--- config.mk ---
export PLATFORM = sky130hd
export DESIGN_NAME = board_port_arbiter_flat
export DESIGN_NICKNAME = d
export VERILOG_FILES = /design/src/rtl/board_port_arbiter_if.sv /design/src/rtl/board_port_arbiter.sv /design/src/flat_wrapper.sv
export SDC_FILE = /design/constraint.sdc
export NUM_CORES = 1
export LEC_CHECK = 0
export CAP_MARGIN = 20
export CORE_MARGIN = 2
export CORE_UTILIZATION = 41
export DETAILED_ROUTE_END_ITERATION = 12
export GPL_ROUTABILITY_DRIVEN = 0
export PLACE_DENSITY = 0.8
export SKIP_LAST_GASP = 1
export SYNTH_ARGS = -nofsm -noshare
export SYNTH_HDL_FRONTEND = slang
export SYNTH_SLANG_ARGS = --single-unit
--- constraint.sdc ---
create_clock -name clk -period 6.5 [get_ports clk]
set_clock_uncertainty 0.15 [all_clocks]
set_input_delay 1.95 -clock clk [delete_from_list [all_inputs] [get_ports clk]]
set_output_delay 1.95 -clock clk [all_outputs]
set_load 0.03 [all_outputs]
--- src/rtl/board_port_arbiter_if.sv ---
// Request/grant/read-return bundle between the board requesters and the arbiter,
// plus the single-port board memory bus the arbiter drives.
interface board_port_arbiter_if #(
   parameter int CW = 3
);
   logic          vid_req, ap_req, lc_req;
   logic          ap_we, lc_we;
   logic [3:0]    vid_x, ap_x, lc_x;
   logic [4:0]    vid_y, ap_y, lc_y;
   logic [CW-1:0] ap_wdata, lc_wdata;
   logic          lc_lock;
   logic          vid_gnt, ap_gnt, lc_gnt;
   logic          vid_rvalid, ap_rvalid, lc_rvalid;
   logic [CW-1:0] rdata;
   logic          mem_en, mem_we;
   logic [7:0]    mem_addr;
   logic [CW-1:0] mem_wdata;
   logic [CW-1:0] mem_rdata;

   modport master (
      output vid_req, ap_req, lc_req, ap_we, lc_we,
      output vid_x, ap_x, lc_x, vid_y, ap_y, lc_y,
      output ap_wdata, lc_wdata, lc_lock,
      input  vid_gnt, ap_gnt, lc_gnt,
      input  vid_rvalid, ap_rvalid, lc_rvalid, rdata,
      input  mem_en, mem_we, mem_addr, mem_wdata,
      output mem_rdata
   );

   modport slave (
      input  vid_req, ap_req, lc_req, ap_we, lc_we,
      input  vid_x, ap_x, lc_x, vid_y, ap_y, lc_y,
      input  ap_wdata, lc_wdata, lc_lock,
      output vid_gnt, ap_gnt, lc_gnt,
      output vid_rvalid, ap_rvalid, lc_rvalid, rdata,
      output mem_en, mem_we, mem_addr, mem_wdata,
      input  mem_rdata
   );
endinterface

--- src/rtl/board_port_arbiter.sv ---
// Shares the single-port board memory between video, active-piece and line-clear
// requesters: fixed video priority, ap/lc round-robin, and an lc-held lock against ap.
module board_port_arbiter #(
   parameter int W  = 10,
   parameter int H  = 20,
   parameter int CW = 3
) (
   input  logic               clk,
   input  logic               rst,
   board_port_arbiter_if.slave bus
);
   localparam int NR  = 3;
   localparam int VID = 0;
   localparam int AP  = 1;
   localparam int LC  = 2;

   logic [NR-1:0] req, we, oob, gnt;
   logic [3:0]    x     [NR];
   logic [4:0]    y     [NR];
   logic [CW-1:0] wdata [NR];
   logic [7:0]    addr  [NR];

   logic          rr_ptr_q, rr_ptr_d;
   logic          lock_owner_q, lock_owner_d;
   logic [NR-1:0] rd_sel_q, rd_sel_d;
   logic          rd_oob_q, rd_oob_d;
   logic          lock_live;

   logic          win_any, win_we, win_oob;
   logic [7:0]    win_addr;
   logic [CW-1:0] win_wdata;

   assign req      = {bus.lc_req, bus.ap_req, bus.vid_req};
   assign we       = {bus.lc_we, bus.ap_we, 1'b0};
   assign x[VID]   = bus.vid_x;
   assign x[AP]    = bus.ap_x;
   assign x[LC]    = bus.lc_x;
   assign y[VID]   = bus.vid_y;
   assign y[AP]    = bus.ap_y;
   assign y[LC]    = bus.lc_y;
   assign wdata[VID] = '0;
   assign wdata[AP]  = bus.ap_wdata;
   assign wdata[LC]  = bus.lc_wdata;

   generate
      for (genvar gi = 0; gi < NR; gi++) begin : g_req
         assign oob[gi]  = (32'(x[gi]) >= W) || (32'(y[gi]) >= H);
         assign addr[gi] = 8'(32'(y[gi]) * W + 32'(x[gi]));
      end
   endgenerate

   // Dropping lc_lock releases the lock in the same cycle, so ap may compete at once.
   assign lock_live = lock_owner_q & bus.lc_lock;

   always_comb begin
      gnt = '0;
      if (!rst) begin
         if (req[VID]) begin
            gnt[VID] = 1'b1;
         end else if (lock_live) begin
            gnt[LC] = req[LC];
         end else if (req[AP] && req[LC]) begin
            if (rr_ptr_q) gnt[LC] = 1'b1;
            else          gnt[AP] = 1'b1;
         end else begin
            gnt[AP] = req[AP];
            gnt[LC] = req[LC];
         end
      end
   end

   always_comb begin
      win_any   = 1'b0;
      win_we    = 1'b0;
      win_oob   = 1'b0;
      win_addr  = '0;
      win_wdata = '0;
      for (int i = 0; i < NR; i++) begin
         if (gnt[i]) begin
            win_any   = 1'b1;
            win_we    = we[i];
            win_oob   = oob[i];
            win_addr  = addr[i];
            win_wdata = wdata[i];
         end
      end
   end

   always_comb begin
      rr_ptr_d = rr_ptr_q;
      if (gnt[AP])      rr_ptr_d = 1'b1;
      else if (gnt[LC]) rr_ptr_d = 1'b0;
      lock_owner_d = bus.lc_lock & (lock_owner_q | gnt[LC]);
      rd_sel_d     = gnt & ~we;
      rd_oob_d     = win_oob;
   end

   always_ff @(posedge clk) begin
      if (rst) begin
         rr_ptr_q     <= 1'b0;
         lock_owner_q <= 1'b0;
         rd_sel_q     <= '0;
         rd_oob_q     <= 1'b0;
      end else begin
         rr_ptr_q     <= rr_ptr_d;
         lock_owner_q <= lock_owner_d;
         rd_sel_q     <= rd_sel_d;
         rd_oob_q     <= rd_oob_d;
      end
   end

   assign bus.vid_gnt   = gnt[VID];
   assign bus.ap_gnt    = gnt[AP];
   assign bus.lc_gnt    = gnt[LC];
   assign bus.mem_en    = win_any & ~win_oob;
   assign bus.mem_we    = win_we;
   assign bus.mem_addr  = win_addr;
   assign bus.mem_wdata = win_wdata;

   // Reset masks an in-flight response in the cycle it is asserted.
   assign bus.vid_rvalid = rd_sel_q[VID] & ~rst;
   assign bus.ap_rvalid  = rd_sel_q[AP]  & ~rst;
   assign bus.lc_rvalid  = rd_sel_q[LC]  & ~rst;
   assign bus.rdata      = ((|rd_sel_q) && !rst) ? (rd_oob_q ? '1 : bus.mem_rdata) : '0;
endmodule

--- src/flat_wrapper.sv ---
// flat-port wrapper written by rule: the top's interface ports become plain ports
module board_port_arbiter_flat 
#(
   parameter int W  = 10,
   parameter int H  = 20,
   parameter int CW = 3
)
  (clk, rst, bus_vid_req, bus_ap_req, bus_lc_req, bus_ap_we, bus_lc_we, bus_vid_x, bus_ap_x, bus_lc_x, bus_vid_y, bus_ap_y, bus_lc_y, bus_ap_wdata, bus_lc_wdata, bus_lc_lock, bus_vid_gnt, bus_ap_gnt, bus_lc_gnt, bus_vid_rvalid, bus_ap_rvalid, bus_lc_rvalid, bus_rdata, bus_mem_en, bus_mem_we, bus_mem_addr, bus_mem_wdata, bus_mem_rdata);
  board_port_arbiter_if #(.CW(CW)) bus_i ();
  input  logic clk;
  input  logic rst;
  input wire logic [$bits(bus_i.vid_req)-1:0] bus_vid_req;
  input wire logic [$bits(bus_i.ap_req)-1:0] bus_ap_req;
  input wire logic [$bits(bus_i.lc_req)-1:0] bus_lc_req;
  input wire logic [$bits(bus_i.ap_we)-1:0] bus_ap_we;
  input wire logic [$bits(bus_i.lc_we)-1:0] bus_lc_we;
  input wire logic [$bits(bus_i.vid_x)-1:0] bus_vid_x;
  input wire logic [$bits(bus_i.ap_x)-1:0] bus_ap_x;
  input wire logic [$bits(bus_i.lc_x)-1:0] bus_lc_x;
  input wire logic [$bits(bus_i.vid_y)-1:0] bus_vid_y;
  input wire logic [$bits(bus_i.ap_y)-1:0] bus_ap_y;
  input wire logic [$bits(bus_i.lc_y)-1:0] bus_lc_y;
  input wire logic [$bits(bus_i.ap_wdata)-1:0] bus_ap_wdata;
  input wire logic [$bits(bus_i.lc_wdata)-1:0] bus_lc_wdata;
  input wire logic [$bits(bus_i.lc_lock)-1:0] bus_lc_lock;
  output wire logic [$bits(bus_i.vid_gnt)-1:0] bus_vid_gnt;
  output wire logic [$bits(bus_i.ap_gnt)-1:0] bus_ap_gnt;
  output wire logic [$bits(bus_i.lc_gnt)-1:0] bus_lc_gnt;
  output wire logic [$bits(bus_i.vid_rvalid)-1:0] bus_vid_rvalid;
  output wire logic [$bits(bus_i.ap_rvalid)-1:0] bus_ap_rvalid;
  output wire logic [$bits(bus_i.lc_rvalid)-1:0] bus_lc_rvalid;
  output wire logic [$bits(bus_i.rdata)-1:0] bus_rdata;
  output wire logic [$bits(bus_i.mem_en)-1:0] bus_mem_en;
  output wire logic [$bits(bus_i.mem_we)-1:0] bus_mem_we;
  output wire logic [$bits(bus_i.mem_addr)-1:0] bus_mem_addr;
  output wire logic [$bits(bus_i.mem_wdata)-1:0] bus_mem_wdata;
  input wire logic [$bits(bus_i.mem_rdata)-1:0] bus_mem_rdata;
  assign bus_i.vid_req = bus_vid_req;
  assign bus_i.ap_req = bus_ap_req;
  assign bus_i.lc_req = bus_lc_req;
  assign bus_i.ap_we = bus_ap_we;
  assign bus_i.lc_we = bus_lc_we;
  assign bus_i.vid_x = bus_vid_x;
  assign bus_i.ap_x = bus_ap_x;
  assign bus_i.lc_x = bus_lc_x;
  assign bus_i.vid_y = bus_vid_y;
  assign bus_i.ap_y = bus_ap_y;
  assign bus_i.lc_y = bus_lc_y;
  assign bus_i.ap_wdata = bus_ap_wdata;
  assign bus_i.lc_wdata = bus_lc_wdata;
  assign bus_i.lc_lock = bus_lc_lock;
  assign bus_vid_gnt = bus_i.vid_gnt;
  assign bus_ap_gnt = bus_i.ap_gnt;
  assign bus_lc_gnt = bus_i.lc_gnt;
  assign bus_vid_rvalid = bus_i.vid_rvalid;
  assign bus_ap_rvalid = bus_i.ap_rvalid;
  assign bus_lc_rvalid = bus_i.lc_rvalid;
  assign bus_rdata = bus_i.rdata;
  assign bus_mem_en = bus_i.mem_en;
  assign bus_mem_we = bus_i.mem_we;
  assign bus_mem_addr = bus_i.mem_addr;
  assign bus_mem_wdata = bus_i.mem_wdata;
  assign bus_i.mem_rdata = bus_mem_rdata;
  board_port_arbiter #(.W(W), .H(H), .CW(CW)) u_core (.clk(clk), .rst(rst), .bus(bus_i));
endmodule
==> metrics.txt <==
status=finished clean; Post-Route WL=4.43 mm; share of layout cells above drive strength 1=between 20% and 30%; First-pass DRT Iterations=4; DPL Wire Length=between 3 and 4 mm; Peak Freq=about 150 MHz; antenna violations before repair=0; Top Ports=66; final hold violations=0; crit path buf inv count=3; Synth Area in XOR/XNOR=13.9%; sequential area share after synthesis=8.83%; CTS Buffer Depth=2; Yosys top cell area share=between 20% and 30%; Total Die Area=3790 µm²; Compound-Gate Fraction of Synth Area=28.0%; number of flops mapped to enable cells by yosys=0; initial cell density of the core=43.8%; clock sinks=6; GR Overflow Total=0; vias in the first global route=1600; Net Sw Frac=40.3%; HP Class=reg2reg; All-Layer GR Usage=between 20% and 30%; CTS Root Cell=clkbuf_4; register share of total power=13.4%; Syn. warnings=0; ys flop type=dfxtp_1; simple-gate portion of the synthesized area=around a tenth; crit-path cells=dlygate4sd2_1 > ha_1 > ha_2 > inv_1 > fa_2 > nor4b_4 > xor2_1 > xnor2_1 > a221o_1 > buf_6; ys async rst share=0%; Post-Synth Adder-Cell Area=between 30 and 40%; peak supply drop=0.0901 mV; post-CTS setup buffer count=0; # H-tree levels=1; leading area contributor after synthesis=ha_1; multiplexer share of the synthesized area=0%; Die Ht=61.6 µm; IO Port Bufs=65; fin crit period=6480 ps; fin worst setup slack=20.1 ps; Max stage delay on crit path=480 ps; nets@finish=332; slowest stage cell, crit path=fa_2; post-synthesis register bit count=6; first-pass GRT wire length=roughly 6.8 mm; syn_nets=230; CTS tree=built; CP Launch Type=primary input; Crit. End Element=output pin; pins over their slew limit=0; Routed WL per cell=14.9 µm; drt drc=0; vias post-DR=1578; RSZ-0062 raised after global routing=true; Rows=20; CTS Buf Count=3; WHS Path Cells=1; main combinational cell family by area after synthesis=adder cells; Worst EP arrival=4380 ps; P&R area growth vs syn=77.7%; P_sw=0.121 mW; post-route ant nets=0; Skew-Pair Late Insertion Delay=260 ps; Leak=1.17 nW; Antenna diodes=0; Worst-path clk slew=40 ps; Distinct cells, synth=36; final setup violation count=0; top cells by area, synth=ha_1, dfxtp_1, fa_1; largest net degree at the start of global routing=14; max capacitance violation total=0; vias per cell=5.31; cell family with most CP delay=adder cells; R2R depth=6; Avg Cell Area, Syn=8.89 µm²; period utilization=99.7%; die width=roughly 62 µm; 1st-iter DRT viols=38; Int Pwr=~0.18 mW; Core ar.=3100 µm²; Post-CTS Hold Fix Bufs=0; Mapped Area=roughly 1400 µm²; Slew @ Worst Pin=between 300 and 400 ps; Comb pwr share=74.7%; Final Util=77.9%; Post-Place Setup Slack=-648 ps; power share of the clock group=11.9%; Max-slew headroom=between 70% and 80%; Post-Synthesis Cells=between 150 and 200; WP data required=~4400 ps; CP Class=in2out; Pwr Density=124 nW/µm²; critical-path maximum fanout=2; CP Depth=10
[cells in the final DEF, fill, tap and decap left out, types with 2 or more instances in the layout]
master           instances
a221o_1                  3
xor2_2                   3
a21oi_1                  9
dlymetal6s2s_1           6
buf_4                   36
fa_1                     2
inv_2                    2
nor2b_1                  7
o21ai_1                  3
o21ai_0                  7
dlygate4sd2_1            4
xnor2_1                 10
dfxtp_1                  6
inv_1                   13
a21o_1                   6
a222oi_1                 3
o21a_1                   3
xor2_1                   6
clkbuf_4                 4
ha_1                    22
a22oi_1                  2
ha_2                     4
a22o_1                   4
clkdlybuf4s50_1         52
nor2_1                   6
fa_2                     4
nand2_1                  4
o2111ai_1                2
nand3_1                  2
[area by class of cell]
| type | count | area (µm²) |
|---|---|---|
| multi-input combinational | 129 | 1240 |
| timing repair buffer | 100 | 920 |
| fill | 239 | 686 |
| sequential | 6 | 120 |
| inverter | 15 | 56.3 |
| tap | 44 | 55.1 |
| clock buffer | 3 | 22.5 |
[path summary, 6_finish.rpt]
| kind | start | to | slack [ps] |
|---|---|---|---|
| worst min-delay path | u_core.lock_owner_q$_SDFF_PP0_ | u_core.lock_owner_q$_SDFF_PP0_ | 350 |
| worst max-delay path | bus_vid_y[3] | bus_mem_addr[7] | 20 |
| worst max register to register | u_core.lock_owner_q$_SDFF_PP0_ | u_core.rd_oob_q$_SDFF_PP0_ | 4830 |
| worst min register to register | u_core.lock_owner_q$_SDFF_PP0_ | u_core.lock_owner_q$_SDFF_PP0_ | 350 |
[power by group through the flow]
stage               Sequential, mW  Combinational, mW  Clock (mW)
floorplan                   0.0404              0.113           0
global placement            0.0407              0.208           0
detailed placement          0.0408              0.214           0
CTS                         0.0401              0.215      0.0359
global route                0.0403              0.243      0.0376
finish                      0.0401              0.224      0.0358
[cell usage after synthesis (all sizes together), types with 2 or more instances]
cell type and count:
a21o 6, a21oi 9, a221o 3, a222oi 3, a22o 4, a22oi 2, clkbuf 2, dfxtp 6
fa 6, ha 27, inv 15, nand2 4, nand3 2, nor2 7, nor2b 8, o2111ai 3
o21a 3, o21ai 11, xnor2 10, xor2 9
[kinds of logic after synthesis]
kind of cell	Yosys count
simple gates	26
compound gates	50
flops	6
xor+xnor	20
buf+inv	18
fa+ha+maj	33
[timing repair]
item                                    in CTS  in global routing
endpoints found under the setup margin       4                  4
resized for setup                           25                 20
cloned                                       0                  0
pin swaps                                    9                  7
[metrics by stage]
step | TNS, ps | hold slack [ps] | instance area [µm²] | instances | total power, mW
global route | -71.4 | 370 | 2420 | 297 | 0.321
CTS | -66.6 | 356 | 2340 | 297 | 0.291
detailed placement | -1550 | 345 | 2310 | 294 | 0.255
floorplan | 0 | 323 | 1360 | 153 | 0.153
global placement | -1210 | 334 | 2310 | 294 | 0.248
finish | 0 | 350 | 2420 | 297 | 0.300
[flip-flops by register name, summed over array words and instances, names as in the netlist]
register	count
u_core.lock_owner_q	1
u_core.rd_oob_q	1
u_core.rd_sel_q	3
u_core.rr_ptr_q	1
[worst reg2reg max path, cell delays in order (launching register included)]
cell,delay (ps)
dfxtp_1,300
a21bo_2,250
a2111oi_4,330
buf_4,260
inv_2,80
a21oi_1,130
a221o_1,120
[per-layer routing]
metal | vias to the layer above | global-route usage [%] | wire (µm)
met3 | 9 | 3.36 | 331
met1 | 740 | 25.3 | 1650
met4 | 0 | 7.60 | 68
met5 | - | 0 | 0
li1 | 763 | - | -
met2 | 66 | 47.2 | 2380
Note: power is estimated with default switching activity, not from simulation.
